`src/rtl/timer_pkg.sv`:
```
// Shared types, limits and BCD MM:SS helpers for the countdown timer.
package timer_pkg;

    typedef enum logic [1:0] {
        ST_IDLE  = 2'd0,
        ST_RUN   = 2'd1,
        ST_PAUSE = 2'd2,
        ST_DONE  = 2'd3
    } timer_state_e;

    typedef logic [3:0] bcd_digit_t;

    typedef struct packed {
        bcd_digit_t min_tens;
        bcd_digit_t min_units;
        bcd_digit_t sec_tens;
        bcd_digit_t sec_units;
    } mmss_t;

    localparam bcd_digit_t SEC_TENS_MAX = 4'd5;
    localparam bcd_digit_t DIGIT_MAX    = 4'd9;
    localparam mmss_t      MMSS_ZERO    = 16'h0000;

    function automatic bcd_digit_t clamp_digit(input bcd_digit_t d, input bcd_digit_t lim);
        bcd_digit_t r;
        if (d > lim) begin
            r = lim;
        end else begin
            r = d;
        end
        return r;
    endfunction

    // Seconds tens saturates at 5 directly, which also covers any nibble above 9.
    function automatic mmss_t clamp_mmss(input mmss_t v);
        mmss_t r;
        r.min_tens  = clamp_digit(v.min_tens,  DIGIT_MAX);
        r.min_units = clamp_digit(v.min_units, DIGIT_MAX);
        r.sec_tens  = clamp_digit(v.sec_tens,  SEC_TENS_MAX);
        r.sec_units = clamp_digit(v.sec_units, DIGIT_MAX);
        return r;
    endfunction

    function automatic mmss_t dec_mmss(input mmss_t v);
        mmss_t r;
        r = v;
        if (v == MMSS_ZERO) begin
            r = MMSS_ZERO;
        end else if (v.sec_units != 4'd0) begin
            r.sec_units = v.sec_units - 4'd1;
        end else begin
            r.sec_units = DIGIT_MAX;
            if (v.sec_tens != 4'd0) begin
                r.sec_tens = v.sec_tens - 4'd1;
            end else begin
                r.sec_tens = SEC_TENS_MAX;
                if (v.min_units != 4'd0) begin
                    r.min_units = v.min_units - 4'd1;
                end else begin
                    r.min_units = DIGIT_MAX;
                    r.min_tens  = v.min_tens - 4'd1;
                end
            end
        end
        return r;
    endfunction

endpackage

```
`src/rtl/timer_bcd_counter_if.sv`:
```
// Command and display bundle between a controller and the countdown timer.
interface timer_bcd_counter_if;
    logic        start;
    logic        stop;
    logic        clear;
    logic        set_en;
    logic [15:0] set_val;
    logic [15:0] digits;
    logic        running;
    logic        paused;
    logic        done;
    logic        expired;

    modport master (
        output start, stop, clear, set_en, set_val,
        input  digits, running, paused, done, expired
    );

    modport slave (
        input  start, stop, clear, set_en, set_val,
        output digits, running, paused, done, expired
    );
endinterface

```
`src/rtl/tick_prescaler.sv`:
```
// Divides clk down to a one-cycle tick every TICK_DIV enabled cycles; holds its count while disabled.
module tick_prescaler #(
    parameter int unsigned TICK_DIV = 50000000
) (
    input  logic clk,
    input  logic rst,
    input  logic en,
    input  logic clr,
    output logic tick
);

    localparam int unsigned CW = (TICK_DIV > 2) ? $clog2(TICK_DIV) : 1;
    localparam logic [CW-1:0] LAST = CW'(TICK_DIV - 1);

    logic [CW-1:0] count_r;

    // Count register: cleared on reset or request, advances only while enabled.
    always_ff @(posedge clk) begin
        if (rst) begin
            count_r <= '0;
        end else if (clr) begin
            count_r <= '0;
        end else if (en) begin
            if (count_r == LAST) begin
                count_r <= '0;
            end else begin
                count_r <= count_r + CW'(1);
            end
        end else begin
            count_r <= count_r;
        end
    end

    assign tick = en && !clr && (count_r == LAST);

endmodule

```
`src/rtl/timer_bcd_counter.sv`:
```
// MM:SS BCD countdown timer with run/pause/done control and registered outputs.
// Optional build macro TIMER_AUTO_RELOAD_EN reloads the preset on expiry instead of stopping.
module timer_bcd_counter
    import timer_pkg::*;
#(
    parameter int unsigned TICK_DIV = 50000000
) (
    input  logic                clk,
    input  logic                rst,
    timer_bcd_counter_if.slave  bus
);

    timer_state_e state_r, state_s;
    mmss_t        digits_r, digits_s;
    mmss_t        preset_r, preset_s;
    logic         expired_r, expired_s;
    logic         running_r, paused_r, done_r;

    mmss_t        set_clamped_s;
    mmss_t        dec_s;
    logic         start_go_s;
    logic         stop_go_s;
    logic         presc_en_s;
    logic         presc_clr_s;
    logic         tick_s;

    assign set_clamped_s = clamp_mmss(mmss_t'(bus.set_val));
    assign dec_s         = dec_mmss(digits_r);

    // set_en in RUN is ignored but still outranks stop, so the countdown keeps going.
    assign stop_go_s  = bus.stop && !bus.set_en && !bus.clear;
    assign start_go_s = bus.start && !bus.stop && !bus.set_en && !bus.clear;
    assign presc_en_s = (state_r == ST_RUN) && !bus.clear && !(bus.stop && !bus.set_en);
    assign presc_clr_s = bus.clear
                       || (start_go_s && (((state_r == ST_IDLE) && (digits_r != MMSS_ZERO))
                                          || (state_r == ST_DONE)));

    tick_prescaler #(
        .TICK_DIV (TICK_DIV)
    ) u_prescaler (
        .clk  (clk),
        .rst  (rst),
        .en   (presc_en_s),
        .clr  (presc_clr_s),
        .tick (tick_s)
    );

    // Next-state and next-value decode in command priority order.
    always_comb begin
        state_s   = state_r;
        digits_s  = digits_r;
        preset_s  = preset_r;
        expired_s = 1'b0;
        if (bus.clear) begin
            state_s  = ST_IDLE;
            digits_s = preset_r;
        end else if (bus.set_en && (state_r != ST_RUN)) begin
            state_s  = ST_IDLE;
            preset_s = set_clamped_s;
            digits_s = set_clamped_s;
        end else begin
            case (state_r)
                ST_IDLE: begin
                    if (start_go_s && (digits_r != MMSS_ZERO)) begin
                        state_s = ST_RUN;
                    end else begin
                        state_s = ST_IDLE;
                    end
                end
                ST_RUN: begin
                    if (stop_go_s) begin
                        state_s = ST_PAUSE;
                    end else if (tick_s) begin
                        if (dec_s == MMSS_ZERO) begin
                            expired_s = 1'b1;
`ifdef TIMER_AUTO_RELOAD_EN
                            if (preset_r != MMSS_ZERO) begin
                                digits_s = preset_r;
                                state_s  = ST_RUN;
                            end else begin
                                digits_s = MMSS_ZERO;
                                state_s  = ST_DONE;
                            end
`else
                            digits_s = MMSS_ZERO;
                            state_s  = ST_DONE;
`endif
                        end else begin
                            digits_s = dec_s;
                        end
                    end else begin
                        digits_s = digits_r;
                    end
                end
                ST_PAUSE: begin
                    if (start_go_s) begin
                        state_s = ST_RUN;
                    end else begin
                        state_s = ST_PAUSE;
                    end
                end
                ST_DONE: begin
                    if (start_go_s) begin
                        digits_s = preset_r;
                        if (preset_r != MMSS_ZERO) begin
                            state_s = ST_RUN;
                        end else begin
                            state_s = ST_IDLE;
                        end
                    end else begin
                        state_s = ST_DONE;
                    end
                end
                default: begin
                    state_s  = ST_IDLE;
                    digits_s = preset_r;
                end
            endcase
        end
    end

    // State and output registers; status flags decode the next state so they align with digits.
    always_ff @(posedge clk) begin
        if (rst) begin
            state_r   <= ST_IDLE;
            digits_r  <= MMSS_ZERO;
            preset_r  <= MMSS_ZERO;
            expired_r <= 1'b0;
            running_r <= 1'b0;
            paused_r  <= 1'b0;
            done_r    <= 1'b0;
        end else begin
            state_r   <= state_s;
            digits_r  <= digits_s;
            preset_r  <= preset_s;
            expired_r <= expired_s;
            running_r <= (state_s == ST_RUN);
            paused_r  <= (state_s == ST_PAUSE);
            done_r    <= (state_s == ST_DONE);
        end
    end

    assign bus.digits  = digits_r;
    assign bus.running = running_r;
    assign bus.paused  = paused_r;
    assign bus.done    = done_r;
    assign bus.expired = expired_r;

endmodule
```
`src/flat_wrapper.sv`:
```
// flat-port wrapper written by rule: the top's interface ports become plain ports
module timer_bcd_counter_flat import timer_pkg::*;
#(
    parameter int unsigned TICK_DIV = 50000000
)
  (clk, rst, bus_start, bus_stop, bus_clear, bus_set_en, bus_set_val, bus_digits, bus_running, bus_paused, bus_done, bus_expired);
  timer_bcd_counter_if bus_i ();
  input  logic clk;
  input  logic rst;
  input wire logic [$bits(bus_i.start)-1:0] bus_start;
  input wire logic [$bits(bus_i.stop)-1:0] bus_stop;
  input wire logic [$bits(bus_i.clear)-1:0] bus_clear;
  input wire logic [$bits(bus_i.set_en)-1:0] bus_set_en;
  input wire logic [$bits(bus_i.set_val)-1:0] bus_set_val;
  output wire logic [$bits(bus_i.digits)-1:0] bus_digits;
  output wire logic [$bits(bus_i.running)-1:0] bus_running;
  output wire logic [$bits(bus_i.paused)-1:0] bus_paused;
  output wire logic [$bits(bus_i.done)-1:0] bus_done;
  output wire logic [$bits(bus_i.expired)-1:0] bus_expired;
  assign bus_i.start = bus_start;
  assign bus_i.stop = bus_stop;
  assign bus_i.clear = bus_clear;
  assign bus_i.set_en = bus_set_en;
  assign bus_i.set_val = bus_set_val;
  assign bus_digits = bus_i.digits;
  assign bus_running = bus_i.running;
  assign bus_paused = bus_i.paused;
  assign bus_done = bus_i.done;
  assign bus_expired = bus_i.expired;
  timer_bcd_counter #(.TICK_DIV(TICK_DIV)) u_core (.clk(clk), .rst(rst), .bus(bus_i));
endmodule
```
`config.mk`:
```
export PLATFORM = sky130hd
export DESIGN_NAME = timer_bcd_counter_flat
export DESIGN_NICKNAME = d
export VERILOG_FILES = /design/src/rtl/timer_pkg.sv /design/src/rtl/timer_bcd_counter_if.sv /design/src/rtl/tick_prescaler.sv /design/src/rtl/timer_bcd_counter.sv /design/src/flat_wrapper.sv
export SDC_FILE = /design/constraint.sdc
export NUM_CORES = 1
export LEC_CHECK = 0
export ABC_AREA = 0
export CAP_MARGIN = 30
export CORE_ASPECT_RATIO = 0.6
export CORE_MARGIN = 4
export CORE_UTILIZATION = 53
export DETAILED_ROUTE_END_ITERATION = 8
export MAX_ROUTING_LAYER = met4
export PLACE_DENSITY = 0.79
export SKIP_CTS_REPAIR_TIMING = 1
export SYNTH_ARGS = -nofsm -noshare
export SYNTH_HDL_FRONTEND = slang
export SYNTH_HIERARCHICAL = 1
export SYNTH_SLANG_ARGS = --single-unit
```
`constraint.sdc`:
```
create_clock -name clk -period 4 [get_ports clk]
set_clock_uncertainty 0.1 [all_clocks]
set_input_delay 0.6 -clock clk [delete_from_list [all_inputs] [get_ports clk]]
set_output_delay 0.6 -clock clk [all_outputs]
set_load 0.1 [all_outputs]
```
==> results of run 1 <==
[critical path, cell delays in order, from the launching register on]
cell,delay [ps]
dfxtp_1,350
inv_1,150
ha_1,270
nor4b_1,480
nand3_1,270
a21oi_1,220
o41ai_1,120
nor3_1,390
o22a_1,280
nor2_1,70
buf_4,180
or3_1,320
a32o_1,250
[power groups by stage]
| stage | clock [W] | sequential, W | combinational, W |
|---|---|---|---|
| floorplan | 0 | 0.000768 | 0.000176 |
| global placement | 0 | 0.000696 | 0.000338 |
| detailed placement | 0 | 0.000697 | 0.000342 |
| CTS | 0.000846 | 0.000683 | 0.000344 |
| global route | 0.000878 | 0.000687 | 0.000373 |
| finish | 0.000834 | 0.000685 | 0.000352 |
[metal layers]
layer / vias up / share of wire (%) / track usage, %
met3: 17 / 12 / 6.50
met2: 235 / 38 / 31.1
met5: - / 0 / -
met4: 0 / 1.0 / 7.11
met1: 1694 / 48 / 39.8
li1: 1745 / - / -
[layout by cell type, fill, tap and decap left out, drive strengths merged, types with 5 or more instances in the layout]
cell,n
inv,15
nand2b,7
o21ai,22
o31ai,10
clkdlybuf4s50,41
xnor2,8
ha,6
nand4,10
mux2i,5
nor2,53
nor4,8
clkbuf,10
or3,12
buf,9
nor3,18
nand3,13
dfxtp,64
nor2b,5
nand2,46
a31oi,6
or4,13
a21oi,48
[through the flow]
stage	utilization, %	instance area, um2	total power [W]	hold slack (ps)
finish	68.9	4360	0.00187	385
global route	68.9	4360	0.00194	398
CTS	68.9	4360	0.00187	382
detailed placement	63.8	4040	0.00104	370
global placement	63.8	4040	0.00103	365
floorplan	-	3570	0.000944	345
[state kept, by name, indices dropped and copies added (netlist names)]
signal / count
u_core/preset_r: 16
u_core/bus.paused: 1
u_core/bus.running: 1
u_core/bus.digits: 16
u_core/u_prescaler/count_r: 26
u_core/state_r: 2
u_core/bus.expired: 1
u_core/bus.done: 1
[cell usage after synthesis (3+ instances only)]
library cell	number	share of area [%]
dfxtp_1	64	36
nor2_1	53	5.6
a21oi_1	47	6.6
nand2_1	46	4.8
o21ai_0	20	2.8
clkbuf_1	18	1.9
nor3_1	18	2.5
inv_1	15	1.6
nand3_1	13	1.8
or3_1	12	2.1
or4_1	10	2.1
nand4_1	9	1.6
o31ai_1	9	1.9
xnor2_1	8	2.0
nand2b_1	7	1.2
nor4_1	7	1.2
a31oi_1	6	1.1
buf_2	6	0.84
ha_1	6	2.1
mux2i_1	5	1.4
nor2b_1	5	0.88
a211oi_1	4	0.84
nor4b_1	4	0.98
xor2_1	4	0.98
and2_1	3	0.53
and4_1	3	0.74
nand3b_1	3	0.63
nor3b_1	3	0.63
o21a_1	3	0.63
o221ai_1	3	0.74
or4_4	3	0.95
[final timing paths]
path                                             end
worst max-delay path            u_core/bus.digits[6]
worst min-delay path             u_core/preset_r[15]
worst max register to register  u_core/bus.digits[6]
worst min register to register   u_core/preset_r[15]
[cell type report]
cell class	instances	area share [%]
Timing Repair Buffer	50	11.0
Clock buffer	10	5.48
Sequential cell	64	29.4
Multi-Input combinational cell	350	48.6
Clock inverter	6	1.89
Tap cell	84	2.41
Inverter	15	1.29
[kinds of logic after synthesis]
| logic type | count (synthesis) |
|---|---|
| adders and majority gates | 6 |
| buffers and inverters | 41 |
| xor gates and xnor gates | 12 |
| and+or+nand+nor | 209 |
| muxes | 5 |
| AOI/OAI and AO/OA | 118 |
| DFF | 64 |
==> impl_metrics.env, run 1 <==
export IMPL_run_status="completed"
export IMPL_pin_count_of_the_biggest_net_entering_global_routing=26
export IMPL_pre_cts_ws_ps=486
export IMPL_core_area_um2=6330
export IMPL_crit_arrival_ps=3680
export IMPL_synth_avg_cell_area_um2=7.85
export IMPL_number_of_library_cell_types_mapped_by_synthesis=63
export IMPL_share_comb_of_total_power_pct=18.8
export IMPL_die_x_um=114
export IMPL_synth_top_family_by_area="simple AND/OR/NAND/NOR gates"
export IMPL_number_of_enable_flip_flop_cells_after_synthesis=0
export IMPL_synthAdderAreaFrac_pct=2.10
export IMPL_setup_worst_path_start_class="flip-flop"
export IMPL_dp_cells=563
export IMPL_setup_tns_ps=0
export IMPL_vdd_ir_drop_max_v=0.000231
export IMPL_synth_flop_cell="dfxtp_1"
export IMPL_layout_min_cycle_time_ps=3560
export IMPL_routabilityCongestion=0.941
export IMPL_die_area_um2=8160
export IMPL_crit_start="u_core/bus.digits[0]"
export IMPL_post_synth_and_or_nand_nor_area_fraction_pct=31.3
export IMPL_clockRootBuffer="clkbuf_16"
export IMPL_drt_wirelength_per_cell_um=17.4
export IMPL_global_route_overflow_total=0
export IMPL_synth_mux_area_share_pct=1.40
export IMPL_die_height_um=71.6
export IMPL_detail_routed_via_count_per_cell=6.37
export IMPL_final_max_slew_viol_count=0
export IMPL_p_sw_share_pct=28.7
export IMPL_antenna_left=0
export IMPL_fill_cells=521
export IMPL_grt_setup_unrepaired="no"
export IMPL_p_int_w=0.00133
export IMPL_slew_limit_headroom_pct=34.7
export IMPL_r2r_worst_path_cells=12
export IMPL_timing_hold_worst_class="flip-flop to flip-flop"
export IMPL_startpoint_of_the_lowest_slack_hold_path="u_core/preset_r[15]"
export IMPL_ys_ff_latch=64
export IMPL_worst_setup_path_end_kind="flip-flop"
export IMPL_max_cap_violations=0
export IMPL_finalNonFillerCells=579
export IMPL_synth_compound_area_share_pct=21.7
export IMPL_clock_insertion_delay_at_the_later_pin_of_the_skew_report_ps=330
export IMPL_yosysSeqAreaShare_pct=35.9
export IMPL_critPathKind="flip-flop to flip-flop"
export IMPL_drt_first_pass_iters=5
export IMPL_drive_gt1_share_pct=7.88
export IMPL_dp_final_hpwl_mm=7.44
export IMPL_floorplan_rows=22
export IMPL_area_used_by_sequential_logic_in_the_layout_um2=1280
export IMPL_leakage_nw=1.49
export IMPL_p_clk_share_pct=44.6
export IMPL_finalCritPeriodShare_pct=89.0
export IMPL_insertedDiodeCount=0
export IMPL_numCtsBuffers=9
export IMPL_initial_utilization_pct=56.4
export IMPL_grt_pass1_vias=3093
export IMPL_power_density_nw_per_um2=429
export IMPL_grt_pass1_wl_mm=15.9
export IMPL_gr_usage_all_layers_pct=25.5
export IMPL_switching_power_w=0.000537
export IMPL_fmax_ghz=0.281
export IMPL_placement_io_buffers=41
export IMPL_area_growth_synth_to_final_pct=22.1
export IMPL_async_reset_ff_share_pct=0
export IMPL_initial_antenna_violation_count=0
export IMPL_ys_warn_count=6
export IMPL_io_pin_count=42
export IMPL_reg2reg_from="u_core/bus.digits[0]"
export IMPL_finish_net_count=518
export IMPL_tightestPinTransition_ps=977
export IMPL_path_clk_slew_ps=50
export IMPL_postRouteWirelength_mm=10.1
export IMPL_synth_xor_area_share_pct=2.94
export IMPL_detailroute_via_count=3691
export IMPL_drt_initial_violations=379
export IMPL_synth_area_um2=3570
export IMPL_post_route_worst_setup_slack_ps=441
export IMPL_post_synth_inst_count=455
export IMPL_rrSetupSlack_ps=440
export IMPL_syn_nets=483
export IMPL_final_hold_violation_count=0
export IMPL_cts_max_level=3
export IMPL_multi_input_area_um2=2120
export IMPL_setup_violations_final=0
export IMPL_clock_sink_total=64
export IMPL_crit_fanout=12
export IMPL_cts_tree="built"
export IMPL_hold_depth=2
export IMPL_drc=0
export IMPL_max_clock_path_buffers=2
export IMPL_worst_endpoint_required_ps=4120
export IMPL_sequentialPowerShare_pct=36.6
Note: power is estimated with default switching activity, not from simulation.
==> inputs of run 2 (changes only) <==
CORE_MARGIN = 2   (was 4)
==> run 2 against run 1 <==
Effect of this change: maximum frequency increased by 4.3%; combinational power about the same; clock-buffer cell count did not move; cell count grew 0.35%; non-clock buffer count stayed put; highest routed layer unchanged; sequential power about the same; register-to-register slack better by 150 ps; clock power down 36%; largest cell class unchanged; critical path depth did not move; first-iteration DRC count fell by 1.1%; global-route usage rose by 3.3 points; sequential share of layout area grew 0.91 points; critical endpoint is now u_core/bus.digits[0].
==> impl_metrics.env, run 2 (synthesis gave the netlist of run 1 again) <==
export IMPL_initial_antenna_violation_count=0
export IMPL_initial_utilization_pct=54.2
export IMPL_max_clock_path_buffers=2
export IMPL_clock_insertion_delay_at_the_later_pin_of_the_skew_report_ps=340
export IMPL_pre_cts_ws_ps=507
export IMPL_timing_hold_worst_class="flip-flop to flip-flop"
export IMPL_power_density_nw_per_um2=371
export IMPL_worst_endpoint_required_ps=4110
export IMPL_worst_setup_path_end_kind="flip-flop"
export IMPL_detailroute_via_count=3656
export IMPL_grt_setup_unrepaired="no"
export IMPL_detail_routed_via_count_per_cell=6.29
export IMPL_final_common_cell="dfxtp_1"
export IMPL_die_height_um=67.6
export IMPL_tightestPinTransition_ps=979
export IMPL_finish_net_count=518
export IMPL_grt_pass1_wl_mm=15.7
export IMPL_grt_pass1_vias=3085
export IMPL_die_x_um=110
export IMPL_fill_cells=593
export IMPL_die_area_um2=7430
export IMPL_insertedDiodeCount=0
export IMPL_hold_depth=2
export IMPL_cts_max_level=3
export IMPL_io_pin_count=42
export IMPL_setup_worst_path_start_class="flip-flop"
export IMPL_antenna_left=0
export IMPL_reg2reg_from="u_core/bus.digits[0]"
export IMPL_path_clk_slew_ps=70
export IMPL_leakage_nw=1.42
export IMPL_fin_area_um2=4230
export IMPL_critPathKind="flip-flop to flip-flop"
export IMPL_finalNonFillerCells=581
export IMPL_fmax_ghz=0.293
export IMPL_cts_tree="built"
export IMPL_drt_initial_violations=375
export IMPL_placement_io_buffers=41
export IMPL_area_used_by_sequential_logic_in_the_layout_um2=1280
export IMPL_drc=0
export IMPL_dp_final_hpwl_mm=7.27
export IMPL_r2r_end="u_core/bus.digits[0]"
export IMPL_rrSetupSlack_ps=590
export IMPL_setup_tns_ps=0
export IMPL_pin_count_of_the_biggest_net_entering_global_routing=37
export IMPL_post_route_worst_setup_slack_ps=589
export IMPL_setup_violations_final=0
export IMPL_most_common_layout_cells="dfxtp_1 (64), nor2_1 (53), a21oi_1 (47), nand2_1 (46), clkdlybuf4s50_1 (41)"
export IMPL_vdd_ir_drop_max_v=0.000194
export IMPL_multi_input_area_um2=2120
export IMPL_startpoint_of_the_lowest_slack_hold_path="u_core/u_prescaler/count_r[25]"
export IMPL_run_status="completed"
export IMPL_final_max_slew_viol_count=0
export IMPL_slew_limit_headroom_pct=34.5
export IMPL_gr_usage_all_layers_pct=28.7
export IMPL_layout_min_cycle_time_ps=3410
export IMPL_floorplan_rows=23
export IMPL_clockRootBuffer="clkbuf_8"
export IMPL_global_route_overflow_total=0
export IMPL_clock_sink_total=64
export IMPL_largest_register_ff_count=26
export IMPL_core_area_um2=6590
export IMPL_drt_first_pass_iters=6
export IMPL_area_growth_synth_to_final_pct=18.5
export IMPL_numCtsBuffers=9
export IMPL_drt_wirelength_per_cell_um=17.1
export IMPL_r2r_worst_path_cells=12
export IMPL_routabilityCongestion=0.942
export IMPL_top_register="u_core/u_prescaler/count_r"
export IMPL_crit_fanout=17
export IMPL_dpl_cell_area_um2=4040
export IMPL_max_cap_violations=0
export IMPL_crit_arrival_ps=3520
export IMPL_dp_cells=566
export IMPL_design_power_total_w=0.00157
export IMPL_final_hold_violation_count=0
export IMPL_postRouteWirelength_mm=9.92
export IMPL_drive_gt1_share_pct=7.49
export IMPL_min_to="u_core/u_prescaler/count_r[25]"
export IMPL_finalCritPeriodShare_pct=85.3
[run 2: cell count changes in the layout (fill, tap and decap cells not counted)]
cell	change
clkbuf_8	+8
clkbuf_1	+1
clkinv_4	+1
clkbuf_16	-9
clkinvlp_4	+1
clkinv_2	-2
bufinv_16	-1
[run 2: worst max-delay path: stages (launching register included)]
cell and delay, ps:
dfxtp_1 350, inv_1 140, ha_1 280, nor4b_1 420, nand3_1 230, a21oi_1 190, o41ai_1 120, nor3_1 420
o22a_1 290, or2_2 340, nand2_1 80, a21oi_1 240, a221oi_2 80
[run 2: worst max-delay path by stage]
| stage | endpoint | from | slack (ps) | cells past startpoint |
|---|---|---|---|---|
| after detailed placement | u_core/bus.digits[0] | bus_stop | 510 | 12 |
| after global routing | u_core/bus.digits[0] | u_core/bus.digits[0] | 280 | 12 |
| final | u_core/bus.digits[0] | u_core/bus.digits[0] | 590 | 12 |
| after CTS | u_core/bus.digits[0] | u_core/bus.digits[0] | 670 | 12 |
| after floorplan | u_core/bus.digits[8] | u_core/bus.digits[0] | 240 | 13 |
| after global placement | u_core/u_prescaler/count_r[22] | bus_set_en | 720 | 8 |
[run 2: layout make-up]
type | count | share of cell area (%)
clock buffer | 10 | 3.02
timing repair buffer | 50 | 11.3
inverter | 15 | 1.33
clock inverter | 5 | 1.39
sequential | 64 | 30.3
multi-input combinational | 350 | 50.1
tap | 87 | 2.57
[run 2: routing by layer]
layer  vias up  routed length [um]  track usage, %
li1       1743                   -               -
met1      1690                4670            42.0
met5         -                   0               -
met2       206                3870            36.5
met4         0                 124            9.34
met3        17                1260            8.98
[run 2: metrics by stage]
| step | util (%) | hold WS (ps) |
|---|---|---|
| finish | 64.2 | 379 |
| floorplan | - | 345 |
| CTS | 64.2 | 382 |
| detailed placement | 61.4 | 372 |
| global route | 64.2 | 406 |
| global placement | 61.4 | 362 |
[run 2: where the power goes]
group          switching (W)  internal (W)
registers          0.0000289      0.000655
clock network       0.000251      0.000284
logic               0.000231      0.000120
total               0.000511       0.00106
